`config.mk`:
```
export PLATFORM = sky130hd
export DESIGN_NAME = data_mem_controller
export DESIGN_NICKNAME = d
export VERILOG_FILES = /design/src/rtl/data_mem_pkg.sv /design/src/rtl/data_mem_controller_byte_lane.sv /design/src/rtl/data_mem_controller.sv
export SDC_FILE = /design/constraint.sdc
export NUM_CORES = 1
export LEC_CHECK = 0
export BUFFER_PORTS_ARGS = -buffer_cell sky130_fd_sc_hd__buf_2
export CORE_AREA = 2 2 136 138
export CTS_BUF_LIST = sky130_fd_sc_hd__clkbuf_8 sky130_fd_sc_hd__clkbuf_16
export DETAILED_ROUTE_END_ITERATION = 10
export DIE_AREA = 0 0 138 140
export PLACE_DENSITY = 0.59
export SYNTH_ARGS = -nofsm -noshare
export SYNTH_HDL_FRONTEND = slang
export SYNTH_SLANG_ARGS = --single-unit
```
`constraint.sdc`:
```
create_clock -name clock -period 2.6 [get_ports clock]
set_input_delay 0.52 -clock clock [delete_from_list [all_inputs] [get_ports clock]]
set_output_delay 0.52 -clock clock [all_outputs]
set_load 0.02 [all_outputs]
```
`src/rtl/data_mem_pkg.sv`:
```
// Shared types and helpers for the CPU data-side memory controller.
// Provides: mem_size_t, ctrl_state_t, is_misaligned(), lane_swap().
// Combinational helpers only; no clocked logic lives here.
package data_mem_pkg;

  typedef enum logic [1:0] {
    BYTE = 2'd0,
    HALF = 2'd1,
    WORD = 2'd2,
    RSVD = 2'd3
  } mem_size_t;

  typedef enum logic [2:0] {
    IDLE  = 3'd0,
    LOAD  = 3'd1,
    MERGE = 3'd2,
    WRITE = 3'd3,
    DONE  = 3'd4
  } ctrl_state_t;

  // Reserved size is always reported as misaligned.
  function automatic logic is_misaligned(input mem_size_t size, input logic [1:0] off);
    logic bad;
    bad = 1'b0;
    case (size)
      BYTE:    bad = 1'b0;
      HALF:    bad = off[0];
      WORD:    bad = (off != 2'b00);
      default: bad = 1'b1;
    endcase
    return bad;
  endfunction

  // RAM keeps byte offset k in bits [31-8k -: 8]; the architectural word
  // keeps it in [8k +: 8]. The mapping is a plain byte reversal both ways.
  function automatic logic [31:0] lane_swap(input logic [31:0] w);
    return {w[7:0], w[15:8], w[23:16], w[31:24]};
  endfunction

endpackage

```
`src/rtl/data_mem_controller_byte_lane.sv`:
```
// mem_byte_lane: load extract/extend and sub-word store merge.
// Ports: ram_word (raw RAM word), offset, size, is_unsigned, wdata in;
//        load_data (extended load result), merge_data (RAM-order word) out.
module mem_byte_lane
  import data_mem_pkg::*;
(
  input  logic [31:0] ram_word,
  input  logic [1:0]  offset,
  input  mem_size_t   size,
  input  logic        is_unsigned,
  input  logic [31:0] wdata,
  output logic [31:0] load_data,
  output logic [31:0] merge_data
);

  logic [31:0] arch_word;
  logic [31:0] shifted;
  logic [31:0] mask;
  logic [31:0] merged_arch;
  logic [4:0]  bit_shift;

  // Work in architectural byte order so offsets become simple shifts.
  assign arch_word = lane_swap(ram_word);
  assign bit_shift = {offset, 3'b000};
  assign shifted   = arch_word >> bit_shift;

  always_comb begin
    load_data = arch_word;
    mask      = 32'hFFFF_FFFF;
    case (size)
      BYTE: begin
        mask      = 32'h0000_00FF;
        load_data = is_unsigned ? {24'd0, shifted[7:0]}
                                : {{24{shifted[7]}}, shifted[7:0]};
      end
      HALF: begin
        mask      = 32'h0000_FFFF;
        load_data = is_unsigned ? {16'd0, shifted[15:0]}
                                : {{16{shifted[15]}}, shifted[15:0]};
      end
      default: begin
        mask      = 32'hFFFF_FFFF;
        load_data = arch_word;
      end
    endcase
  end

  assign merged_arch = (arch_word & ~(mask << bit_shift)) | ((wdata & mask) << bit_shift);
  assign merge_data  = lane_swap(merged_arch);

endmodule

```
`src/rtl/data_mem_controller.sv`:
```
// data_mem_controller: sequences CPU data loads/stores onto a shared BRAM
// (write port + read port B). Ports: CPU request/response (data_*),
// RAM write port (ram_write_*, ram_data_in), RAM read port B (ram_*_b).
module data_mem_controller
  import data_mem_pkg::*;
#(
  parameter int RAM_A_WIDTH = 12
) (
  input  logic                   clock,
  input  logic                   reset_n,
  input  logic                   data_req,
  input  logic                   data_we,
  input  logic [1:0]             data_size,
  input  logic                   data_unsigned,
  input  logic [31:0]            data_addr,
  input  logic [31:0]            data_wdata,
  output logic                   data_ready,
  output logic                   data_done,
  output logic                   data_fault,
  output logic [31:0]            data_rdata,
  output logic [RAM_A_WIDTH-1:0] ram_write_address,
  output logic [31:0]            ram_data_in,
  output logic                   ram_write_enable,
  output logic [RAM_A_WIDTH-1:0] ram_read_address_b,
  input  logic [31:0]            ram_data_out_b
);

  ctrl_state_t state, state_nxt;

  logic [RAM_A_WIDTH-1:0] addr_q;
  logic [1:0]             off_q;
  mem_size_t              size_q;
  logic                   uns_q;
  logic [31:0]            wdata_q;
  logic                   fault_q;
  logic [31:0]            wword_q;
  logic [31:0]            rdata_q;

  mem_size_t   req_size;
  logic        req_misaligned;
  logic        accept;
  logic [31:0] load_data;
  logic [31:0] merge_data;

  // Upper address bits wrap and are deliberately ignored.
  logic unused_addr_bits;
  assign unused_addr_bits = ^data_addr[31:RAM_A_WIDTH+2];

  assign req_size       = mem_size_t'(data_size);
  assign req_misaligned = is_misaligned(req_size, data_addr[1:0]);
  assign accept         = (state == IDLE) && data_req;

  always_ff @(posedge clock or negedge reset_n) begin
    if (!reset_n) state <= IDLE;
    else          state <= state_nxt;
  end

  always_comb begin
    state_nxt        = state;
    data_ready       = 1'b0;
    data_done        = 1'b0;
    data_fault       = 1'b0;
    ram_write_enable = 1'b0;
    case (state)
      IDLE: begin
        data_ready = 1'b1;
        if (data_req) begin
          if (req_misaligned)    state_nxt = DONE;
          else if (!data_we)     state_nxt = LOAD;
          else if (req_size == WORD) state_nxt = WRITE;
          else                   state_nxt = MERGE;
        end
      end
      LOAD:  state_nxt = DONE;
      MERGE: state_nxt = WRITE;
      WRITE: begin
        ram_write_enable = 1'b1;
        state_nxt        = DONE;
      end
      DONE: begin
        data_done  = 1'b1;
        data_fault = fault_q;
        state_nxt  = IDLE;
      end
      default: state_nxt = IDLE;
    endcase
  end

  always_ff @(posedge clock or negedge reset_n) begin
    if (!reset_n) begin
      addr_q  <= '0;
      off_q   <= 2'b00;
      size_q  <= BYTE;
      uns_q   <= 1'b0;
      wdata_q <= 32'd0;
      fault_q <= 1'b0;
      wword_q <= 32'd0;
      rdata_q <= 32'd0;
    end else begin
      if (accept) begin
        addr_q  <= data_addr[RAM_A_WIDTH+1:2];
        off_q   <= data_addr[1:0];
        size_q  <= req_size;
        uns_q   <= data_unsigned;
        wdata_q <= data_wdata;
        fault_q <= req_misaligned;
        // Word stores skip the read: the whole word is replaced.
        wword_q <= lane_swap(data_wdata);
      end
      if (state == LOAD)  rdata_q <= load_data;
      if (state == MERGE) wword_q <= merge_data;
    end
  end

  // In IDLE the read is launched from the live request so LOAD/MERGE see
  // RAM data one cycle after accept; afterwards hold the latched index.
  assign ram_read_address_b = (state == IDLE) ? data_addr[RAM_A_WIDTH+1:2] : addr_q;
  assign ram_write_address  = addr_q;
  assign ram_data_in        = wword_q;
  assign data_rdata         = rdata_q;

  mem_byte_lane u_lane (
    .ram_word    (ram_data_out_b),
    .offset      (off_q),
    .size        (size_q),
    .is_unsigned (uns_q),
    .wdata       (wdata_q),
    .load_data   (load_data),
    .merge_data  (merge_data)
  );

endmodule

```
==> results of run 1 <==
## layout make-up
cell class / instances / area [um^2] / area share
repair buffers: 200 / 1100 / 0.140
inverters: 13 / 48.8 / 0.00621
clock inverters: 10 / 129 / 0.0164
well taps: 229 / 287 / 0.0365
multi-input cells: 514 / 2880 / 0.367
flip-flops and latches: 117 / 2930 / 0.373
clock buffers: 21 / 480 / 0.0611
## cell families after synthesis
group,count (synthesis)
simple gates,304
compound gates,180
flops,117
buf+inv,70
mux,30
## sequential cells by signal, summed over array words and instances, names as in the netlist
signal / flops
ram_write_address: 12
state: 3
size_q: 2
data_rdata: 32
off_q: 2
fault_q: 1
ram_data_in: 32
uns_q: 1
wdata_q: 32
## per-stage QoR
stage | cells | hold slack (ps) | worst slack [ps]
3_3_place_gp | 1073 | 458 | 624
3_5_place_dp | 1073 | 466 | 617
2_1_floorplan | 701 | 224 | 602
5_1_grt | 1104 | 55.0 | 76.9
4_1_cts | 1104 | 39.1 | 162
6_report | 1104 | 40.9 | 193
## worst paths after layout
check	startpoint	endpoint	slack, ps	cells past startpoint
setup reg to reg	state[2]	ram_data_in[5]	540	4
setup / recovery	state[1]	ram_read_address_b[0]	190	4
hold / removal	reset_n	data_rdata[13]	40	1
hold reg to reg	data_rdata[5]	data_rdata[5]	470	2
max in group asynchronous	reset_n	wdata_q[28]	1880	2
min in group clock	data_addr[12]	ram_write_address[10]	300	3
## metal layers
metal  up-vias  wire length, um
li1       2793                -
met1      2820             9910
met2       287             9610
met3        22             1710
met4         2              255
met5         -               13
## cell usage in the layout (no fill, tap or decap), drive strengths merged, types with 7 or more instances in the layout
| master | netlist | layout |
|---|---|---|
| a211oi | 7 | 7 |
| a21oi | 30 | 30 |
| a222oi | 8 | 8 |
| a22o | 7 | 7 |
| a22oi | 29 | 29 |
| a2bb2oi | 8 | 8 |
| a31oi | 10 | 10 |
| buf | 35 | 200 |
| clkbuf | 22 | 21 |
| dfrtp | 117 | 117 |
| inv | 12 | 13 |
| mux2 | 13 | 13 |
| mux2i | 17 | 17 |
| nand2 | 201 | 201 |
| nand3 | 34 | 34 |
| nor2 | 26 | 26 |
| nor2b | 12 | 12 |
| o21ai | 50 | 50 |
| o221ai | 12 | 12 |
| or3 | 14 | 14 |
## power by group
group	internal [uW]	switching [uW]
logic	2220	3770
registers	2740	853
clock network	1590	847
==> results.ini, run 1 <==
[floorplan]
ios=195
die_h_um=140
die_w_um=138
die_area_um2=19300
initial_core_util=0.344
core_um2=17800
num_rows=49

[layout]
num_antenna_cells=0
nNetsFinal=966
fillers=1783
drive_gt1_frac=0.293
finalInstanceArea_um2=7860
fin_util=0.442
area_delta_synth_final_pct=28.3

[cts]
cts_buffers=17
tritoncts=done
clkTransAtPathRegs_ps=50
clockRootBuffer=clkbuf_16
clockBufferDepth=2
post_cts_buffers=0
insertion_delay_ps=420
cts_resized=0
cts_max_level=4
cts.sinks=117
cts_hold_buf=0

[place]
post_dp_cell_area_um2=7250
port_buffers=176
dpl.hpwl_um=15500
gp_congestion=0.884

[drt]
first_pass_iters=5
drtIter0Drc=616
drtAntennaViolNets=0
via_per_inst=5.37
drt_wl_total_um=21500
vias=5924
route.detailed.drc=0
drt-wirelength-per-cell_um=19.5

[global_routing]
grt_pass1_vias=5642
track_usage=0.222
use_met1=0.320
grt_util_met2=0.335
use_met3=0.0581
antenna_found_initial=1
grt_pass1_wl_um=33100
grt.overflow.total=0
top_usage_layer=met2
grt_max_degree=49

[logic_synthesis]
synthMostInstantiatedCell=nand2_1
synth_edf_count=0
ys_warn_count=0
async_flop_share=1.00
ys.flop_type=dfrtp_1
synth.distinct_cells=46
synth_top_family_by_area=simple AND/OR/NAND/NOR gates
synthMuxAreaShare=0.0517
ys_ff_latch=117
synth.avg_cell_area_um2=8.74
ys_seq_area_frac=0.478
syn-cell-area_um2=6120
synth-compound-area-share=0.198
synth_area_leaders=dfrtp_1, nand2_1, o21ai_0
synth_xor_area_frac=0
netlist_instances=701
synthAdderAreaFrac=0
netlist.area_leader.share=0.478
ys_top_cells_by_count=nand2_1, dfrtp_1, o21ai_0
netlist.top_cell.by_area=dfrtp_1
yosys.area_share.simple=0.219
syn_nets=804

[sta]
slew_viol_final=0
hold_viol=0
tns_ps=0
fin_skew_ps=6.46
worst_pin_slew_ps=696
min_period_ps=2410
rsz0062_at_grt=no
setup_viol=0
slew_headroom=0.536
finalCritPeriodShare=0.926
max_freq_mhz=415

[worst_setup_path]
cp_slowest_stage_delay_ps=510
cp_num_buf_inv=2
crit_chain=nor3_4 > buf_4 > mux2_2 > buf_2
startpoint_type=register
path_delay_family=flip-flops
cp_data_arrival_time_ps=1890
critPathMaxFanout=15
endpoint_kind=primary output
critical_path_class=register to primary output
worst_path_max_delay_cell=dfrtp_1
required_ps=2080

[hold_path]
hp-class=primary input to async pin

[power_and_ir_drop]
ir_worst_vdd_mv=0.834
p_per_area_nw_per_um2=1530
totalPowerFinal_uw=12000
p_leak_uw=0.00386

[status]
status=finished, final reports clean

[flow_run]
maxCapViolCount=0

(Power assumes the default switching activity.)
==> run 2: changes to the inputs <==
--- a/config.mk
+++ b/config.mk
@@ -10,7 +10,7 @@
 export CTS_BUF_LIST = sky130_fd_sc_hd__clkbuf_8 sky130_fd_sc_hd__clkbuf_16
 export DETAILED_ROUTE_END_ITERATION = 10
 export DIE_AREA = 0 0 138 140
-export PLACE_DENSITY = 0.59
+export PLACE_DENSITY = 0.63
 export SYNTH_ARGS = -nofsm -noshare
 export SYNTH_HDL_FRONTEND = slang
 export SYNTH_SLANG_ARGS = --single-unit
==> run 2 against run 1 <==
  * Final area grew 0.14%
  * Critical path type unchanged
  * Critical endpoint is now ram_read_address_b[2]
  * Maximum frequency shrank 0.34%
  * Sequential power grew 1%
  * Largest cell class unchanged
  * Highest routed layer is now met4
==> results.ini, run 2 (same netlist as run 1, synthesis figures left out) <==
[status]
status=finished, final reports clean

[cts]
post_cts_buffers=0
cts_buffers=17
cts_max_level=4
insertion_delay_ps=410
tritoncts=done
clockRootBuffer=clkbuf_16
clockBufferDepth=2
cts.sinks=117
cts_resized=0
clkTransAtPathRegs_ps=50
cts_hold_buf=0

[global_routing]
grt_max_degree=41
grt.overflow.total=0
grt_pass1_vias=5794
track_usage=0.218
antenna_found_initial=0
grt_pass1_wl_um=33000

[layout]
final_common_cell=nand2_1
area_delta_synth_final_pct=28.5
num_antenna_cells=0
final_cells=1106
fin_util=0.443
layout_common_cells=nand2_1, buf_2, dfrtp_1
finalInstanceArea_um2=7870
fillers=1789
nNetsFinal=967
drive_gt1_frac=0.291

[drt]
via_per_inst=5.44
vias=6012
drtIter0Drc=651
drt-wirelength-per-cell_um=19.0
drt_wl_total_um=21000
drtAntennaViolNets=0
route.detailed.drc=0
first_pass_iters=10

[worst_setup_path]
reg2reg_from=state[1]
endpoint_kind=primary output
r2r-end=ram_data_in[25]
r2r_slack_ps=480
reg2regPathDepth=6
critPathMaxFanout=15
startpoint_type=register
required_ps=2080
cp_data_arrival_time_ps=1900
critical_path_class=register to primary output

[sta]
setup_viol=0
fin_skew_ps=7.80
hold_viol=0
hold_ws_ps=74.2
worst_pin_slew_ps=669
tns_ps=0
slew_headroom=0.554
max_freq_mhz=414
min_period_ps=2420
finalCritPeriodShare=0.929
rsz0062_at_grt=no
slew_viol_final=0

[floorplan]
die_w_um=138
core_um2=17800
initial_core_util=0.344
die_h_um=140
ios=195
num_rows=49
die_area_um2=19300

[place]
port_buffers=176
dpl.hpwl_um=15300
place_inst=1074
gp_congestion=0.881
post_dp_cell_area_um2=7250

[power_and_ir_drop]
p_leak_uw=0.00388
ir_worst_vdd_mv=0.585
p_per_area_nw_per_um2=1530

[hold_path]
hp-class=primary input to async pin

[flow_run]
maxCapViolCount=0

==> run 2: cell count changes in the layout (fill, tap and decap cells not counted) <==
cell	delta
clkbuf_8	-2
inv_1	+2
buf_4	+1
bufinv_16	+1
clkinv_2	+1
clkinvlp_4	-1
o21ai_1	+1
o21ai_2	-1
==> run 2: routing by layer <==
layer,vias to the layer above,global-route usage,wire length [um],part of all wire
met5,-,0,0,0
met4,0,0.0591,361,0.017
met3,33,0.0653,1880,0.089
met2,276,0.335,9530,0.45
met1,2910,0.301,9270,0.44
li1,2793,-,-,-
==> run 2: final cells by class <==
type	count	area, um^2	share of cell area
Multi-Input combinational cell	514	2880	0.366
Sequential cell	117	2930	0.372
Tap cell	229	287	0.0364
Timing Repair Buffer	201	1110	0.141
Clock inverter	13	164	0.0208
Inverter	13	48.8	0.00620
Clock buffer	19	453	0.0576
==> run 2: where the power goes <==
group	switching, uW	internal, uW
logic	3700	2220
registers	896	2740
clock network	829	1630
==> run 2: how the worst max path moves through the flow <==
stage                        start                      to  slack [ps]  depth (start not counted)
after floorplan           state[0]  ram_read_address_b[10]         600                          4
after global placement    state[1]         ram_data_in[25]         520                          6
after global routing      state[1]   ram_read_address_b[2]          90                          4
after detailed placement  state[1]         ram_data_in[25]         480                          6
after CTS                 state[1]   ram_read_address_b[2]         150                          4
final                     state[1]   ram_read_address_b[2]         180                          4
==> run 2: worst max-delay path, stage by stage (launching register included) <==
cell and delay [ps]:
dfrtp_1 510, nor3_4 200, buf_4 250, mux2_2 360, buf_2 160
==> run 2: metrics by stage <==
stage          total power, uW  setup slack [ps]
6_report                 12000               184
5_1_grt                  12800              86.4
4_1_cts                  12000               153
3_5_place_dp              9520               485
3_3_place_gp              9430               517
2_1_floorplan             7540               602
==> run 3: changes to the inputs <==
--- a/config.mk
+++ b/config.mk
@@ -10,6 +10,7 @@
 export CTS_BUF_LIST = sky130_fd_sc_hd__clkbuf_8 sky130_fd_sc_hd__clkbuf_16
 export DETAILED_ROUTE_END_ITERATION = 10
 export DIE_AREA = 0 0 138 140
+export MAX_ROUTING_LAYER = met4
 export PLACE_DENSITY = 0.63
 export SYNTH_ARGS = -nofsm -noshare
 export SYNTH_HDL_FRONTEND = slang
==> run 3 against run 2 <==
  * Setup slack lost 2.3 ps
  * Via count down 0.96%
  * Sequential cell count unchanged
  * Total power about the same
  * Largest power group unchanged
  * Global-route usage is 0.66 points higher
  * Clock-buffer cell count stayed put
  * Die area unchanged
  * Register-to-register slack hardly changed
==> results.ini, run 3 (same netlist as run 1, synthesis figures left out) <==
[status]
status=finished, final reports clean

[floorplan]
die_w_um=138
die_area_um2=19300
num_rows=49
core_um2=17800
initial_core_util=0.344
ios=195
die_h_um=140

[cts]
cts.sinks=117
cts_resized=0
cts_max_level=4
post_cts_buffers=0
clockRootBuffer=clkbuf_16
cts_buffers=17
tritoncts=done
clkTransAtPathRegs_ps=50
cts_hold_buf=0
insertion_delay_ps=410
clockBufferDepth=2

[worst_setup_path]
worst_path_max_delay_cell=dfrtp_1
endpoint_kind=primary output
critPathMaxFanout=15
path_delay_family=flip-flops
crit_chain=nor3_4 > buf_4 > mux2_2 > buf_2
r2r_slack_ps=480
cp_num_buf_inv=2
cp_data_arrival_time_ps=1900
required_ps=2080
cp_slowest_stage_delay_ps=510
critical_path_class=register to primary output
startpoint_type=register

[place]
port_buffers=176
gp_congestion=0.895
pre_cts_ws_ps=485
dpl.hpwl_um=15300
post_dp_cell_area_um2=7250

[layout]
finalInstanceArea_um2=7870
nNetsFinal=967
final_common_cell=nand2_1
num_antenna_cells=0
drive_gt1_frac=0.291
area_delta_synth_final_pct=28.5
layout_common_cells=nand2_1, buf_2, dfrtp_1

[power_and_ir_drop]
p_per_area_nw_per_um2=1530
p_leak_uw=0.00388
ir_worst_vdd_mv=0.583

[sta]
setup_slack_ps=182
slew_headroom=0.557
min_period_ps=2420
max_freq_mhz=414
worst_pin_slew_ps=665
setup_viol=0
slew_viol_final=0
fin_skew_ps=7.09
rsz0062_at_grt=no
finalCritPeriodShare=0.930
hold_viol=0
tns_ps=0

[global_routing]
grt.overflow.total=0
antenna_found_initial=0
grt_pass1_vias=5802
track_usage=0.225
grt_max_degree=41
grt_pass1_wl_um=33000

[drt]
drtIter0Drc=670
drt_wl_total_um=21100
via_per_inst=5.38
route.detailed.drc=0
drtAntennaViolNets=0
drt-wirelength-per-cell_um=19.1
vias=5954
first_pass_iters=7

[flow_run]
maxCapViolCount=0

[hold_path]
hp-class=primary input to async pin

[run 3: report_power, final]
| part | switching [uW] | internal [uW] | total, uW |
|---|---|---|---|
| logic | 3700 | 2230 | 5930 |
| registers | 892 | 2740 | 3630 |
| clock network | 832 | 1630 | 2470 |
[run 3: through the flow]
step	std cells	hold slack, ps	utilization	total power [uW]
2_1_floorplan	701	224	-	7540
3_3_place_gp	1074	458	0.408	9430
3_5_place_dp	1074	462	0.408	9520
4_1_cts	1106	80.6	0.443	12000
5_1_grt	1106	92.5	0.443	12800
6_report	1106	72.4	0.443	12000
[run 3: metal layers]
metal | share of wire | vias to the layer above | GRT usage
li1 | - | 2789 | -
met1 | 0.44 | 2878 | 0.301
met2 | 0.46 | 257 | 0.337
met3 | 0.090 | 30 | 0.0636
met4 | 0.015 | 0 | 0.0591
met5 | 0 | - | -
[run 3: layout make-up]
| type | count | area [um^2] |
|---|---|---|
| Clock inverter | 13 | 164 |
| Tap cell | 229 | 287 |
| Timing Repair Buffer | 201 | 1110 |
| Fill cell | 1789 | 9910 |
| Sequential cell | 117 | 2930 |
| Clock buffer | 19 | 453 |
| Inverter | 13 | 48.8 |
| Multi-Input combinational cell | 514 | 2880 |
[run 3: worst paths after layout]
check | from | end | cells after the start
worst min register to register | wdata_q[30] | wdata_q[30] | 2
min in group clock | data_addr[10] | ram_write_address[8] | 3
worst max register to register | state[1] | ram_data_in[25] | 6
worst max-delay path | state[1] | ram_read_address_b[2] | 4
worst min-delay path | reset_n | data_rdata[30] | 1
max in group asynchronous | reset_n | data_rdata[1] | 2
